--- src/rtl/alu_addsub_if.sv ---
// Operand, control and result bundle between the datapath and alu_addsub.
// master drives operands/control; slave is the ALU side.
interface alu_addsub_if #(
    parameter int WIDTH = 8
);
    logic [WIDTH-1:0] a_in;
    logic [WIDTH-1:0] b_in;
    logic [1:0]       op;
    logic             start;
    logic             eu;
    logic             busy;
    logic             done;
    logic [WIDTH-1:0] result_out;
    logic [WIDTH-1:0] bus_out;
    logic             flag_c;
    logic             flag_z;
    logic             flag_n;
    logic             flag_v;

    modport master (
        output a_in, b_in, op, start, eu,
        input  busy, done, result_out, bus_out,
        input  flag_c, flag_z, flag_n, flag_v
    );

    modport slave (
        input  a_in, b_in, op, start, eu,
        output busy, done, result_out, bus_out,
        output flag_c, flag_z, flag_n, flag_v
    );
endinterface

--- src/rtl/alu_addsub.sv ---
// 8-bit datapath ALU: ADD/SUB/PASS_B with flags, bus output under eu.
// Define ALU_MUL_EN to make op 11 an unsigned shift-add multiply.
module alu_addsub #(
    parameter int WIDTH = 8
) (
    input logic       clk,
    input logic       reset,
    alu_addsub_if.slave io
);
    localparam logic [1:0] S_IDLE = 2'd0;
    localparam logic [1:0] S_EXEC = 2'd1;
    localparam logic [1:0] S_DONE = 2'd3;
`ifdef ALU_MUL_EN
    localparam logic [1:0] S_MUL  = 2'd2;
    localparam int         CNT_W  = $clog2(WIDTH + 1);
`endif

    localparam logic [1:0] OP_ADD = 2'b00;
    localparam logic [1:0] OP_SUB = 2'b01;
    localparam logic [1:0] OP_PAS = 2'b10;
    localparam logic [1:0] OP_MUL = 2'b11;

    logic [1:0]       state;
    logic [WIDTH-1:0] a_q;
    logic [WIDTH-1:0] b_q;
    logic [1:0]       op_q;
    logic [WIDTH-1:0] res_q;
    logic             c_q;
    logic             z_q;
    logic             n_q;
    logic             v_q;

    logic [WIDTH:0]   sum;
    logic [WIDTH-1:0] r;
    logic             c_nx;
    logic             v_nx;

    // SUB is A + ~B + 1, so carry out doubles as "no borrow"
    always_comb begin
        sum  = '0;
        r    = '0;
        c_nx = 1'b0;
        v_nx = 1'b0;
        case (op_q)
            OP_ADD: begin
                sum  = {1'b0, a_q} + {1'b0, b_q};
                r    = sum[WIDTH-1:0];
                c_nx = sum[WIDTH];
                v_nx = (a_q[WIDTH-1] == b_q[WIDTH-1]) &&
                       (r[WIDTH-1] != a_q[WIDTH-1]);
            end
            OP_SUB: begin
                sum  = {1'b0, a_q} + {1'b0, ~b_q} +
                       (WIDTH+1)'(1);
                r    = sum[WIDTH-1:0];
                c_nx = sum[WIDTH];
                v_nx = (a_q[WIDTH-1] != b_q[WIDTH-1]) &&
                       (r[WIDTH-1] != a_q[WIDTH-1]);
            end
            OP_PAS: begin
                r = b_q;
            end
            default: begin
                r = '0;
            end
        endcase
    end

`ifdef ALU_MUL_EN
    logic [2*WIDTH-1:0] prod;
    logic [2*WIDTH-1:0] mcand;
    logic [WIDTH-1:0]   mplr;
    logic [CNT_W-1:0]   cnt;
    logic [2*WIDTH-1:0] prod_nx;

    assign prod_nx = mplr[0] ? prod + mcand : prod;
`endif

    always_ff @(posedge clk) begin
        if (reset) begin
            state <= S_IDLE;
            a_q   <= '0;
            b_q   <= '0;
            op_q  <= '0;
            res_q <= '0;
            c_q   <= 1'b0;
            z_q   <= 1'b0;
            n_q   <= 1'b0;
            v_q   <= 1'b0;
`ifdef ALU_MUL_EN
            prod  <= '0;
            mcand <= '0;
            mplr  <= '0;
            cnt   <= '0;
`endif
        end else begin
            case (state)
                S_IDLE: begin
                    if (io.start) begin
                        a_q   <= io.a_in;
                        b_q   <= io.b_in;
                        op_q  <= io.op;
                        state <= S_EXEC;
                    end
                end
                S_EXEC: begin
                    if (op_q != OP_MUL) begin
                        res_q <= r;
                        c_q   <= c_nx;
                        z_q   <= (r == '0);
                        n_q   <= r[WIDTH-1];
                        v_q   <= v_nx;
                        state <= S_DONE;
                    end else begin
`ifdef ALU_MUL_EN
                        prod  <= '0;
                        mcand <= {{WIDTH{1'b0}}, a_q};
                        mplr  <= b_q;
                        cnt   <= '0;
                        state <= S_MUL;
`else
                        state <= S_DONE;
`endif
                    end
                end
`ifdef ALU_MUL_EN
                S_MUL: begin
                    prod  <= prod_nx;
                    mcand <= mcand << 1;
                    mplr  <= mplr >> 1;
                    cnt   <= cnt + CNT_W'(1);
                    if (cnt == CNT_W'(WIDTH - 1)) begin
                        res_q <= prod_nx[WIDTH-1:0];
                        c_q   <= |prod_nx[2*WIDTH-1:WIDTH];
                        z_q   <= (prod_nx[WIDTH-1:0] == '0);
                        n_q   <= prod_nx[WIDTH-1];
                        v_q   <= 1'b0;
                        state <= S_DONE;
                    end
                end
`endif
                S_DONE:  state <= S_IDLE;
                default: state <= S_IDLE;
            endcase
        end
    end

    assign io.busy       = (state != S_IDLE);
    assign io.done       = (state == S_DONE);
    assign io.result_out = res_q;
    assign io.bus_out    = io.eu ? res_q : '0;
    assign io.flag_c     = c_q;
    assign io.flag_z     = z_q;
    assign io.flag_n     = n_q;
    assign io.flag_v     = v_q;
endmodule

--- src/flat_wrapper.sv ---
// flat-port wrapper written by rule: the top's interface ports become plain ports
module alu_addsub_flat 
#(
    parameter int WIDTH = 8
)
  (clk, reset, io_a_in, io_b_in, io_op, io_start, io_eu, io_busy, io_done, io_result_out, io_bus_out, io_flag_c, io_flag_z, io_flag_n, io_flag_v);
  alu_addsub_if #(.WIDTH(WIDTH)) io_i ();
  input logic clk;
  input logic reset;
  input wire logic [$bits(io_i.a_in)-1:0] io_a_in;
  input wire logic [$bits(io_i.b_in)-1:0] io_b_in;
  input wire logic [$bits(io_i.op)-1:0] io_op;
  input wire logic [$bits(io_i.start)-1:0] io_start;
  input wire logic [$bits(io_i.eu)-1:0] io_eu;
  output wire logic [$bits(io_i.busy)-1:0] io_busy;
  output wire logic [$bits(io_i.done)-1:0] io_done;
  output wire logic [$bits(io_i.result_out)-1:0] io_result_out;
  output wire logic [$bits(io_i.bus_out)-1:0] io_bus_out;
  output wire logic [$bits(io_i.flag_c)-1:0] io_flag_c;
  output wire logic [$bits(io_i.flag_z)-1:0] io_flag_z;
  output wire logic [$bits(io_i.flag_n)-1:0] io_flag_n;
  output wire logic [$bits(io_i.flag_v)-1:0] io_flag_v;
  assign io_i.a_in = io_a_in;
  assign io_i.b_in = io_b_in;
  assign io_i.op = io_op;
  assign io_i.start = io_start;
  assign io_i.eu = io_eu;
  assign io_busy = io_i.busy;
  assign io_done = io_i.done;
  assign io_result_out = io_i.result_out;
  assign io_bus_out = io_i.bus_out;
  assign io_flag_c = io_i.flag_c;
  assign io_flag_z = io_i.flag_z;
  assign io_flag_n = io_i.flag_n;
  assign io_flag_v = io_i.flag_v;
  alu_addsub #(.WIDTH(WIDTH)) u_core (.clk(clk), .reset(reset), .io(io_i));
endmodule
--- config.mk ---
export PLATFORM = sky130hd
export DESIGN_NAME = alu_addsub_flat
export DESIGN_NICKNAME = d
export VERILOG_FILES = /design/src/rtl/alu_addsub_if.sv /design/src/rtl/alu_addsub.sv /design/src/flat_wrapper.sv
export SDC_FILE = /design/constraint.sdc
export NUM_CORES = 1
export LEC_CHECK = 0
export ABC_AREA = 1
export BUFFER_PORTS_ARGS = -buffer_cell sky130_fd_sc_hd__buf_2
export CAP_MARGIN = 20
export CORE_MARGIN = 2
export CORE_UTILIZATION = 30
export CTS_BUF_LIST = sky130_fd_sc_hd__clkbuf_8
export CTS_CLUSTER_DIAMETER = 60
export DETAILED_ROUTE_END_ITERATION = 7
export PLACE_DENSITY = 0.61
export SLEW_MARGIN = 10
export SYNTH_ARGS = -nofsm -noshare
export SYNTH_HDL_FRONTEND = slang
export SYNTH_SLANG_ARGS = --single-unit
--- constraint.sdc ---
create_clock -name clk -period 2.51 [get_ports clk]
set_input_delay 0.502 -clock clk [delete_from_list [all_inputs] [get_ports clk]]
set_output_delay 0.502 -clock clk [all_outputs]
set_load 0.02 [all_outputs]
Word level (Yosys, flattened, before mapping)
Cells that the tools add are included.
Cells by class
  bitwise logic cells: 1
  mux-type cells: 6
  eq/ne operators: 10
  add/subtract/negate cells: 3
  reduce and logical (&&, ||, !) cells: 8
Operators by type and width (count)
  8-bit one-hot mux with 3 select lines: 1
  8-bit by 8-bit adder with 9-bit output: 2
  9-bit by 1-bit adder with 9-bit output, second input constant: 1
  8-bit logical NOT: 1
  8-bit two-way mux: 1
  8-bit NOT: 1
  2-bit by 1-bit == test with 1-bit output, second input constant: 2
  2-bit == test, second input constant: 2
  2-bit logical NOT: 2
  2-bit inequality test, second input constant: 2
  1-bit one-hot mux with 2 select lines: 2
  2-bit one-hot mux with 2 select lines: 1
  2-bit AND reduction: 2
  1-bit inequality test: 3
  1-bit logical AND: 2
  2-bit two-way mux: 1
  2-bit nonzero test: 1
  1-bit == test: 1
Word-level totals
  input port bits: 22
  bits in registers: 32
  output and inout bits: 22
  word-level logic and storage cells: 37

Depth between registers and ports, before layout
  depth after elaboration: 6
  mapped depth: 14
  mapped depth without buffers: 14

Worst setup path after synthesis
Ideal clock, no wire load.
  path type: reg2reg
  start point: reg u_core.a_q[0]
  end point: reg u_core.z_q (netlist: u_core.io.flag_z)
  buffers on the path: 0
  library setup time: 0.066 ns
  required time: 2.444 ns
  arrival: 1.704 ns
  setup slack: 0.740 ns
  clock period less this slack: 1.770 ns
  stages on the path, launching flop included: 15
  path through: dfxtp_1 > inv_1 > ha_1 > fa_1 > inv_1 > nand2_1 > nand2_1 > nand3b_1 > nand2_1 > nand2_1 > nand3_1 > nand3_1 > nor2_1 > nand2_1 > a21oi_2
Between the ends
  word-level cells in the longest chain between the ends: 4
  elaborated cells on any way between the ends: 5
  classes of those cells: add/sub: 3; mux: 1; reduce/logical: 1
RTL lines
  start: declaration: line alu_addsub.sv:24  | logic [WIDTH-1:0] a_q;
  start signal: assignment: line alu_addsub.sv:100  | a_q <= io.a_in;
  8-bit by 8-bit adder with 9-bit output: line alu_addsub.sv:53  | sum = {1'b0, a_q} + {1'b0, ~b_q} +
  9-bit by 1-bit adder with 9-bit output: line alu_addsub.sv:53
  8-bit one-hot mux with 3 select lines *: line alu_addsub.sv:44  | case (op_q)
  8-bit logical NOT *: line alu_addsub.sv:110  | z_q <= (r == '0);
  end signal: assignment: line alu_addsub.sv:110
  end: declaration: line alu_addsub.sv:29  | logic z_q;
Every way passes the cells marked *; elsewhere a longest branch is shown, timed or not.
A chain may end at the register's enable or synchronous reset.

Final worst setup path
Ends and elaborated chain as after synthesis.

==> impl_results.md <==
* Crit start category: register
* Outcome: completed
* Minimum clock period at 2080 ps
* Post-synthesis average cell area at 6.51 um2
* WL met1 at 2550 um
* Psw at 0.585 mW
* Worst min-delay path class: input pin to register
* Multiplexer share of the synthesized area at 0%
* Max Fclk at 480 MHz
* Initial Utilization at 31.4%
* RSZ-0062 raised after global routing: false
* Die height at 89.0 um
* Highest routed layer: met4
* Hold buffers post-CTS at 0
* Most frequent cell after synthesis: nand2_1
* Met2 routed WL at 2540 um
* R2r setup slk at 430 ps
* Largest area contributor in the synthesized netlist: dfxtp_1
* Main synth FF type: dfxtp_1
* Synth Area in Compound Gates at 16.8%
* Final setup vio count at 0
* Comb pwr share at 32.8%
* Sw frac at 36.6%
* Pwr Total at 1.60 mW
* Fillers at 796
* Clock power frac at 31.4%
* CTS clock-pin slew for the worst setup and hold paths at 70 ps
* CP endpoint kind: register
* Share of synthesized registers carrying an async set or reset at 0%
* TritonCTS Buffers at 5
* Setup WS post-layout at 427 ps
* Final #Nets at 416
* Clk_skew at 5.76 ps
* Final Slew Violations at 0
* Clk_lat worst skew at 290 ps
* Xor-xnor portion of the synthesized cell area at 0%
* Final TNS setup at 0 ps
* Clock Tree Buf Depth at 2
* Starting DRT DRC Count at 77
* Post-Synthesis Cells at 333
* Antenna violations before repair at 0
* Placed cell area at 2450 um2
* Core ar. at 6910 um2
* Post-CTS Resized at 0
* DP Wirelength at 4420 um
* Final hold violations at 0
* Synth Area in Adders at 11.7%
* First-pass GRT wire length at 9310 um
* Area taken by multi-input logic gates at 1260 um2
* Placer Congestion at 0.854
* Chip width at 89.0 um
* Critical path class: register to register
* Most instantiated cells after synthesis: nand2_1 (61), inv_1 (50), nor2_1 (47)
* Overflow left after global routing at 0
* Routed len/inst at 11.7 um
* Critical R2R Launch: u_core.a_q[0]$_SDFFE_PP0P_
* CTS tree: done
* Relative max-transition margin at 57.2%
* Row cnt at 30
* Worst EP required at 2740 ps
* Port Buf Inserts at 43
* Full die area at 7920 um2
* Largest net degree at the start of global routing at 32
* Worst-Margin Slew at 641 ps
* Layout cells sized above 1 at 19.4%
* Post-Route WL at 5530 um
* Internal power at 1.01 mW
* Layout area overhead at 18.3%
* CP arrival at 2310 ps
* Fin Hold WS at 433 ps
* Via/cell ratio at 4.57
* Clock sinks at 31
* Peak supply drop at 0.387 mV
* HP Start: io_a_in[5]
* H-tree depth at 2
* Max-cap violations at 0
* Number of I/O pins at 44
* Met3 wire len at 287 um
* Register area share after synthesis at 28.6%
* Dpl ws at 444 ps
* Post-synthesis simple-gate area fraction at 29.9%
* Root buf cell: clkbuf_8
* Syn nets at 374
* Register area at 621 um2
* Total GRT Usage at 15.1%
* Flop pwr share at 35.8%
* Number of synthesized register bits at 31
* Ranking of synthesized cells by area: dfxtp_1 (29%), nand2_1 (11%), ha_1 (9.8%)
* DRC violations left at 0
* Number of nets with antenna violations after routing at 0
* Post-synthesis cell type count at 28
* Vias in the first global route at 2060
* Leakage power at 1.39 nW
* Largest family of logic cells by synthesized area: simple AND/OR/NAND/NOR gates
* TritonRoute pass-1 iters at 4
* Cell Pwr Density at 622 nW/um2
* Total number of vias at 2159
* Number of synthesized flops with an enable pin at 0
* Postcts setup bufs at 0
* Post-Layout Inst Area at 2570 um2
* Worst-path fanout max at 3
* Final cycle utilization of the critical path at 83.0%
* Synth warn at 0
* Number of diodes at 0
* Cell area after synthesis at 2170 um2
* Synth top area share at 28.6%
* Crit. Startpoint: u_core.a_q[0]$_SDFFE_PP0P_
==> registers in the layout, summed over array words and instances, names as in the netlist <==
register and count:
u_core.io.flag_v 1, u_core.io.flag_z 1, u_core.io.result_out 7, u_core.op_q 2
u_core.a_q 8, u_core.state 2, u_core.b_q 8, u_core.io.flag_n 1
u_core.io.flag_c 1
==> layer usage <==
metal	global-route usage [%]	up-vias
met2	24.2	45
met5	0	-
li1	-	1138
met3	3.79	10
met4	6.11	0
met1	19.5	966
==> critical path, stage by stage, from the launching register on <==
cell and delay, ps:
dfxtp_1 330, inv_1 70, ha_1 200, fa_1 410
inv_1 90, nand2_1 60, nand2_1 100, nand3_1 70
nand3_1 90, nand2_1 60, nor2_1 150, nand3_1 90
nor2_1 110, nand2_1 80, a21oi_2 100
==> placed cells by master, fill, tap and decap left out <==
cell type	Yosys	routed
nand3_1	29	29
nand2_2	5	5
nor2_2	1	1
nor3_2	1	1
dfxtp_1	31	31
nand2_1	61	61
buf_2	1	43
o21ai_1	1	1
o21ai_0	30	30
or2_1	1	1
a21oi_1	27	27
or2_2	1	1
ha_1	17	17
nor2_4	1	1
nand3b_1	1	1
clkbuf_8	0	5
nand4_1	3	3
inv_2	4	4
nor2_1	47	47
inv_1	50	50
o211ai_1	2	2
o21ai_2	1	1
buf_4	1	4
a21oi_2	3	3
clkinv_4	0	1
o21bai_1	1	1
fa_1	2	2
a21oi_4	1	1
clkinv_2	0	1
bufinv_16	0	1
==> path summary, 6_finish.rpt <==
path / end / depth (start not counted)
worst max-delay path: u_core.io.flag_z$_SDFFE_PP0P_ / 14
worst min-delay path: u_core.a_q[5]$_SDFFE_PP0P_ / 3
worst max register to register: u_core.io.flag_z$_SDFFE_PP0P_ / 14
worst min register to register: u_core.io.flag_v$_SDFFE_PP0P_ / 2
==> power groups by stage <==
stage / clock (mW) / sequential [mW] / combinational, mW
finish: 0.502 / 0.572 / 0.523
global route: 0.544 / 0.579 / 0.595
CTS: 0.513 / 0.573 / 0.525
detailed placement: 0 / 0.583 / 0.522
global placement: 0 / 0.582 / 0.517
floorplan: 0 / 0.596 / 0.382
==> layout make-up <==
type                            count  share of cell area, %
Clock buffer                        5                   2.68
Multi-Input combinational cell    236                   49.3
Timing Repair Buffer               47                   9.56
Clock inverter                      3                   1.71
Inverter                           54                   7.90
Sequential cell                    31                   24.2
Tap cell                           96                   4.68
==> cell families (layout without fill, tap and decap cells) <==
| kind of cell | count (synthesis) | in the layout |
|---|---|---|
| adders and majority gates | 19 | 19 |
| and+or+nand+nor | 151 | 151 |
| AOI/OAI and AO/OA | 66 | 66 |
| DFF | 31 | 31 |
| buffers and inverters | 66 | 109 |
==> per-stage QoR <==
stage	std cells	utilization (%)
after floorplan	333	-
after global placement	464	35.5
after detailed placement	464	35.5
after CTS	472	37.2
after global routing	472	37.2
final	472	37.2
No activity file was read; power rests on OpenSTA's default activity.
